$ cat src/rtl/sc_note_metadata_server.sv
// Note-metadata supplier: streams a time-sorted chart from synchronous-read memory into one pending slot per lane.
// Optional build macro SC_STALE_DROP_EN: entries already older than song_time are dropped instead of placed.
module sc_note_metadata_server #(
  parameter int NUM_LANES = 37,
  parameter int TIME_W    = 16,
  parameter int ADDR_W    = 12,
  parameter int LANE_W    = 6
) (
  input  logic                        clk,
  input  logic                        rst_n,
  input  logic                        start,
  input  logic [ADDR_W-1:0]           chart_len,
  input  logic [TIME_W-1:0]           song_time,
  output logic [ADDR_W-1:0]           chart_addr,
  output logic                        chart_rd,
  input  logic [LANE_W+TIME_W-1:0]    chart_data,
  input  logic [NUM_LANES-1:0]        metadata_request,
  output logic [NUM_LANES*TIME_W-1:0] metadata_link,
  output logic [NUM_LANES-1:0]        metadata_available,
  output logic                        busy,
  output logic                        done,
  output logic                        bad_lane
);

  typedef enum logic [1:0] {
    ST_IDLE,
    ST_FETCH,
    ST_WAIT,
    ST_PLACE
  } state_t;

  localparam logic [LANE_W:0] LP_NUM_LANES = (LANE_W + 1)'(NUM_LANES);

  state_t                             r_state;
  logic [ADDR_W-1:0]                  r_ptr;
  logic [ADDR_W-1:0]                  r_chart_addr;
  logic                               r_chart_rd;
  logic [LANE_W+TIME_W-1:0]           r_entry;
  logic [NUM_LANES-1:0][TIME_W-1:0]   r_link;
  logic [NUM_LANES-1:0]               r_avail;
  logic                               r_busy;
  logic                               r_done;
  logic                               r_bad_lane;

  logic [LANE_W-1:0]                  w_lane;
  logic [TIME_W-1:0]                  w_time;
  logic                               w_lane_ok;
  logic [LANE_W-1:0]                  w_idx;
  logic                               w_slot_free;
  logic                               w_stale;
  logic                               w_advance;
  logic                               w_load;
  logic [ADDR_W-1:0]                  w_ptr_nxt;

  assign w_lane    = r_entry[LANE_W+TIME_W-1 -: LANE_W];
  assign w_time    = r_entry[TIME_W-1:0];
  assign w_lane_ok = ({1'b0, w_lane} < LP_NUM_LANES);
  assign w_ptr_nxt = r_ptr + ADDR_W'(1);

`ifdef SC_STALE_DROP_EN
  assign w_stale = w_lane_ok && (w_time < song_time);
`else
  logic w_unused_song_time;
  assign w_unused_song_time = ^song_time;
  assign w_stale = 1'b0;
`endif

  // A pending request on the target lane blocks the load for this cycle so a
  // slot is never loaded and cleared on the same edge.
  always_comb begin
    w_idx       = '0;
    w_slot_free = 1'b0;
    if (w_lane_ok) begin
      w_idx       = w_lane;
      w_slot_free = !r_avail[w_idx] && !metadata_request[w_idx];
    end
    w_load    = w_lane_ok && !w_stale && w_slot_free;
    w_advance = !w_lane_ok || w_stale || w_slot_free;
  end

  always_ff @(posedge clk or negedge rst_n) begin
    if (!rst_n) begin
      r_state      <= ST_IDLE;
      r_ptr        <= '0;
      r_chart_addr <= '0;
      r_chart_rd   <= 1'b0;
      r_entry      <= '0;
      r_link       <= '0;
      r_avail      <= '0;
      r_busy       <= 1'b0;
      r_done       <= 1'b0;
      r_bad_lane   <= 1'b0;
    end else begin
      r_avail    <= r_avail & ~metadata_request;
      r_chart_rd <= 1'b0;
      case (r_state)
        ST_IDLE: begin
          if (start) begin
            r_ptr      <= '0;
            r_done     <= 1'b0;
            r_bad_lane <= 1'b0;
            r_avail    <= '0;
            if (chart_len == '0) begin
              r_done <= 1'b1;
            end else begin
              r_busy       <= 1'b1;
              r_chart_rd   <= 1'b1;
              r_chart_addr <= '0;
              r_state      <= ST_FETCH;
            end
          end
        end
        ST_FETCH: r_state <= ST_WAIT;
        ST_WAIT: begin
          r_entry <= chart_data;
          r_state <= ST_PLACE;
        end
        ST_PLACE: begin
          if (!w_lane_ok) r_bad_lane <= 1'b1;
          if (w_load) begin
            r_link[w_idx]  <= w_time;
            r_avail[w_idx] <= 1'b1;
          end
          if (w_advance) begin
            r_ptr <= w_ptr_nxt;
            if (w_ptr_nxt == chart_len) begin
              r_busy  <= 1'b0;
              r_done  <= 1'b1;
              r_state <= ST_IDLE;
            end else begin
              r_chart_rd   <= 1'b1;
              r_chart_addr <= w_ptr_nxt;
              r_state      <= ST_FETCH;
            end
          end
        end
        default: r_state <= ST_IDLE;
      endcase
    end
  end

  assign chart_addr         = r_chart_addr;
  assign chart_rd           = r_chart_rd;
  assign metadata_link      = r_link;
  assign metadata_available = r_avail;
  assign busy               = r_busy;
  assign done               = r_done;
  assign bad_lane           = r_bad_lane;

endmodule

$ cat config.mk
export PLATFORM = sky130hd
export DESIGN_NAME = sc_note_metadata_server
export DESIGN_NICKNAME = d
export VERILOG_FILES = /design/src/rtl/sc_note_metadata_server.sv
export SDC_FILE = /design/constraint.sdc
export NUM_CORES = 1
export LEC_CHECK = 0
export BUFFER_PORTS_ARGS = -buffer_cell sky130_fd_sc_hd__buf_2
export CAP_MARGIN = 15
export CELL_PAD_IN_SITES_DETAIL_PLACEMENT = 0
export CELL_PAD_IN_SITES_GLOBAL_PLACEMENT = 1
export CORE_AREA = 2 2 289 291
export CTS_CLUSTER_DIAMETER = 40
export DETAILED_ROUTE_END_ITERATION = 10
export DIE_AREA = 0 0 291 293
export GPL_TIMING_DRIVEN = 0
export MAX_ROUTING_LAYER = met4
export PLACE_DENSITY = 0.78
export SETUP_SLACK_MARGIN = 0.05
export SLEW_MARGIN = 5
export SYNTH_ARGS = -nofsm -noshare
export SYNTH_HDL_FRONTEND = slang
export SYNTH_SLANG_ARGS = --single-unit
$ cat constraint.sdc
create_clock -name clk -period 4.7 [get_ports clk]
set_input_delay 0.94 -clock clk [delete_from_list [all_inputs] [get_ports clk]]
set_output_delay 0.94 -clock clk [all_outputs]
set_load 0.01 [all_outputs]
==> results.rst <==
.. list-table::
   :header-rows: 1

   * - Metric
     - Value
   * - Tightest Pin Transition
     - 1130 ps
   * - Headroom to the max-slew limit
     - 0.248
   * - Final Hold Violating Endpoints
     - 0
   * - Post-detailed-placement cell area
     - about 33000 µm²
   * - Maximum VDD drop
     - between 0.0003 and 0.0004 V
   * - Area of all placed cells without fillers
     - roughly 37000 µm²
   * - Vias/cell
     - roughly 4.9
   * - CTS sink cnt
     - around 680
   * - Leading area contributor after synthesis
     - sky130_fd_sc_hd__dfrtp_1
   * - Final total negative setup slack
     - 0 ps
   * - Unrepaired setup endpoints after global routing
     - false
   * - Mean area per synthesized cell
     - 15.3 µm²
   * - Count of final max-slew check failures
     - 0
   * - Final Power
     - 25400 µW
   * - Wire length of the first global-routing pass
     - around 140000 µm
   * - HPWL after DPL
     - ~73000 µm
   * - Area enclosed by the die boundary
     - ~85000 µm²
   * - Deepest level of the CTS H-tree
     - 3
   * - Initial antenna violation count
     - 23
   * - Static Leak
     - 0.0201 µW
   * - Fraction of registers with async set/reset
     - 1.00
   * - Total of buffers placed on input and output ports
     - 718
   * - GRT Total Usage
     - 0.234
   * - Iteration count of the initial detailed-routing pass
     - 5
   * - Clock slew at reported path FFs
     - 60 ps
   * - EDFF count, synth
     - 0
   * - Post-layout nets
     - about 2700
   * - Sequential-to-total area share from yosys stat
     - 0.612
   * - Final cycle utilization of the critical path
     - 0.925
   * - Type of the tightest min-delay check
     - primary input to asynchronous set/reset pin
   * - Maximum number of pins on one net before global-route repair
     - between 100 and 150
   * - Routed Antenna Nets
     - 0
   * - Total routed wirelength
     - between 90000 and 100000 µm
   * - Worst Path Required
     - between 5000 and 6000 ps
   * - Inserted Clock Buffers
     - 101
   * - Final Wtd Congestion
     - about 0.86
   * - Maxcap violations
     - 0
   * - Met1 track utilization from global routing
     - 0.281
   * - Core utilization of the finished layout
     - 0.448
   * - Skew final
     - slightly below 60 ps
   * - Category of the critical setup timing path
     - register to register
   * - Core Rows
     - ~110
   * - Met2 Usage GRT
     - 0.365
   * - # DRC
     - 0
   * - # IOs
     - around 740
   * - Worst-Skew Late Latency
     - 680 ps
   * - Floorplan die width
     - 291 µm
   * - Hold-fix buffer count after cts
     - 0
   * - Least setup slack across all paths after layout
     - around 350 ps
   * - Main flop type after synthesis
     - sky130_fd_sc_hd__dfrtp_1
   * - Gates resized, CTS repair
     - 1
   * - Starting utilization of the core area
     - 0.340
   * - Number of global-route vias before repair
     - 19500
   * - Peak Freq
     - ~0.23 GHz
   * - Buffers from clock root to sink, at most
     - 3
   * - Portion of synthesized cell area occupied by the leading cell type
     - 0.612
   * - Minimum period implied by the final worst setup slack
     - about 4300 ps
   * - Floorplan die height
     - slightly below 300 µm
   * - Leading post-synthesis cells by cell area
     - sky130_fd_sc_hd__dfrtp_1 61%, sky130_fd_sc_hd__mux2_2 21%, sky130_fd_sc_hd__mux2_4 4.5%
   * - Critical path fanouts, max
     - 10
   * - Finish-stage setup viols
     - 0
   * - Layout Area Growth over Synthesis
     - 31.9%
   * - Instance count of the mapped netlist
     - around 1800
   * - Routed wire per std cell
     - roughly 26 µm
   * - Kind of launch point of the worst setup path
     - register
   * - Busiest layer in global routing
     - met2
   * - Filler cell count in the final layout
     - 7518
   * - Warning count from the yosys run
     - 0
   * - Via count
     - 18900
   * - Number of distinct library cells after synthesis
     - 65
   * - TritonCTS clock tree
     - done
   * - Met3 layer usage reported by global route
     - 0.0759
   * - Cell at the root of the clock tree
     - sky130_fd_sc_hd__clkbuf_16
   * - Violation count after the first detailed-route iteration
     - between 900 and 1000
   * - Post-place setup slack
     - -3.53 ps
   * - Post-CTS Repair Setup Buffers
     - 0
   * - Capturing element type of the critical path
     - register
   * - Core region area
     - between 80000 and 90000 µm²
   * - Cell area after synthesis
     - around 28000 µm²
   * - Power per Cell Area
     - between 600 and 700 nW/µm²
   * - Share of layout cells above drive strength 1
     - 0.587
   * - Gr ovfl total
     - 0
   * - Synthesized Nets
     - between 1500 and 2000
   * - Status
     - finished clean
   * - Crit path arrival time
     - between 4000 and 5000 ps
   * - Number of synthesized register bits
     - 681
## logic make-up (layout without fill, tap and decap cells)
| kind of cell | count (synthesis) | count (layout) | share of synthesized area |
|---|---|---|---|
| simple gates | 187 | 187 | 0.0474 |
| compound gates | 136 | 136 | 0.0349 |
| xor+xnor | 18 | 18 | 0.00764 |
| fa+ha+maj | 4 | 4 | 0.00180 |
| flops | 681 | 681 | 0.612 |
| mux | 618 | 618 | 0.262 |
| other cells | 0 | 22 | 0 |
| buf+inv | 180 | 1094 | 0.0344 |
## cell usage after synthesis (all sizes together) (2+ instances only)
cell type and number:
a2111oi 2, a211o 5, a211oi 6, a21oi 21
a221o 11, a22o 4, a32o 17, a41oi 3
and2 6, and3 8, and4 12, buf 63
clkbuf 87, dfrtp 681, ha 4, inv 29
mux2 615, mux2i 2, nand2 20, nand2b 8
nand3 31, nand3b 21, nand4 4, nor2 41
nor2b 6, nor3 16, nor4 4, o211a 5
o211ai 2, o21ai 47, o311ai 5, or2 2
or3b 4, xnor2 10, xnor3 4, xor2 4
## layout make-up
class,instances,area [µm²],share of cell area
flip-flops and latches,681,17000,0.464
clock buffers,113,2640,0.0720
multi-input cells,963,9840,0.268
diodes,22,55.1,0.00150
repair buffers,725,3770,0.103
well taps,1070,1340,0.0365
inverters,30,113,0.00307
clock inverters,76,1060,0.0289
plain buffers,150,846,0.0230
## flip-flops by register name, summed over array words and instances (netlist names)
register and cells:
r_entry 22, busy 1, done 1, chart_rd 1
chart_addr 12, r_state 2, bad_lane 1, metadata_available 37
metadata_link 592, r_ptr 12
## final timing paths
kind,startpoint,endpoint,slack [ps],depth (start not counted)
worst max register to register,r_entry[18]$_DFFE_PN0N_,metadata_link[502]$_DFFE_PN0P_,350,8
worst max-delay path,r_entry[18]$_DFFE_PN0N_,metadata_link[502]$_DFFE_PN0P_,350,8
min in group clk,metadata_link[440]$_DFFE_PN0P_,metadata_link[440]$_DFFE_PN0P_,480,1
worst min-delay path,rst_n,metadata_link[535]$_DFFE_PN0P_,230,1
max in group asynchronous,rst_n,metadata_link[576]$_DFFE_PN0P_,2450,4
worst min register to register,metadata_link[440]$_DFFE_PN0P_,metadata_link[440]$_DFFE_PN0P_,480,1
## where the power goes
part           switching (µW)  internal (µW)  total (µW)
clock                    3110           4960        8070
sequential               1040           7750        8790
combinational            5200           3340        8540
## stage by stage
step                hold slack (ps)  cells
floorplan                       507   1824
detailed placement              469   3619
CTS                             207   3808
global placement                464   3612
global route                    236   3827
finish                          228   3830
## critical path: stages (launching register included)
cell	delay [ps]
sky130_fd_sc_hd__dfrtp_1	540
sky130_fd_sc_hd__buf_1	690
sky130_fd_sc_hd__o311ai_0	580
sky130_fd_sc_hd__a221o_1	520
sky130_fd_sc_hd__a211oi_2	440
sky130_fd_sc_hd__and4_1	240
sky130_fd_sc_hd__buf_2	380
sky130_fd_sc_hd__buf_2	450
sky130_fd_sc_hd__mux2_2	380
## layer usage
layer  part of all wire  vias up
li1                   -     8227
met5                  0        -
met1               0.41     9782
met3              0.078      196
met4              0.039        0
met2               0.47      735
## cell usage in the layout, fill, tap and decap left out, types with 9 or more instances in the layout
cell	count
sky130_fd_sc_hd__clkinv_4	9
sky130_fd_sc_hd__a221o_1	11
sky130_fd_sc_hd__nor3_1	11
sky130_fd_sc_hd__nand2_1	20
sky130_fd_sc_hd__inv_8	9
sky130_fd_sc_hd__buf_6	24
sky130_fd_sc_hd__nor2_1	40
sky130_fd_sc_hd__nand3_4	20
sky130_fd_sc_hd__nand3_1	10
sky130_fd_sc_hd__diode_2	22
sky130_fd_sc_hd__nand3b_1	21
sky130_fd_sc_hd__mux2_2	520
sky130_fd_sc_hd__a32o_1	17
sky130_fd_sc_hd__inv_1	28
sky130_fd_sc_hd__xnor2_1	10
sky130_fd_sc_hd__mux2_4	84
sky130_fd_sc_hd__clkinvlp_4	15
sky130_fd_sc_hd__mux2_1	11
sky130_fd_sc_hd__buf_2	740
sky130_fd_sc_hd__clkbuf_16	102
sky130_fd_sc_hd__and4_1	12
sky130_fd_sc_hd__clkbuf_1	92
sky130_fd_sc_hd__bufinv_16	14
sky130_fd_sc_hd__buf_4	11
sky130_fd_sc_hd__o21ai_0	46
sky130_fd_sc_hd__a21oi_1	21
sky130_fd_sc_hd__inv_6	15
sky130_fd_sc_hd__dfrtp_1	681
No activity file was read; power rests on OpenSTA's default activity.
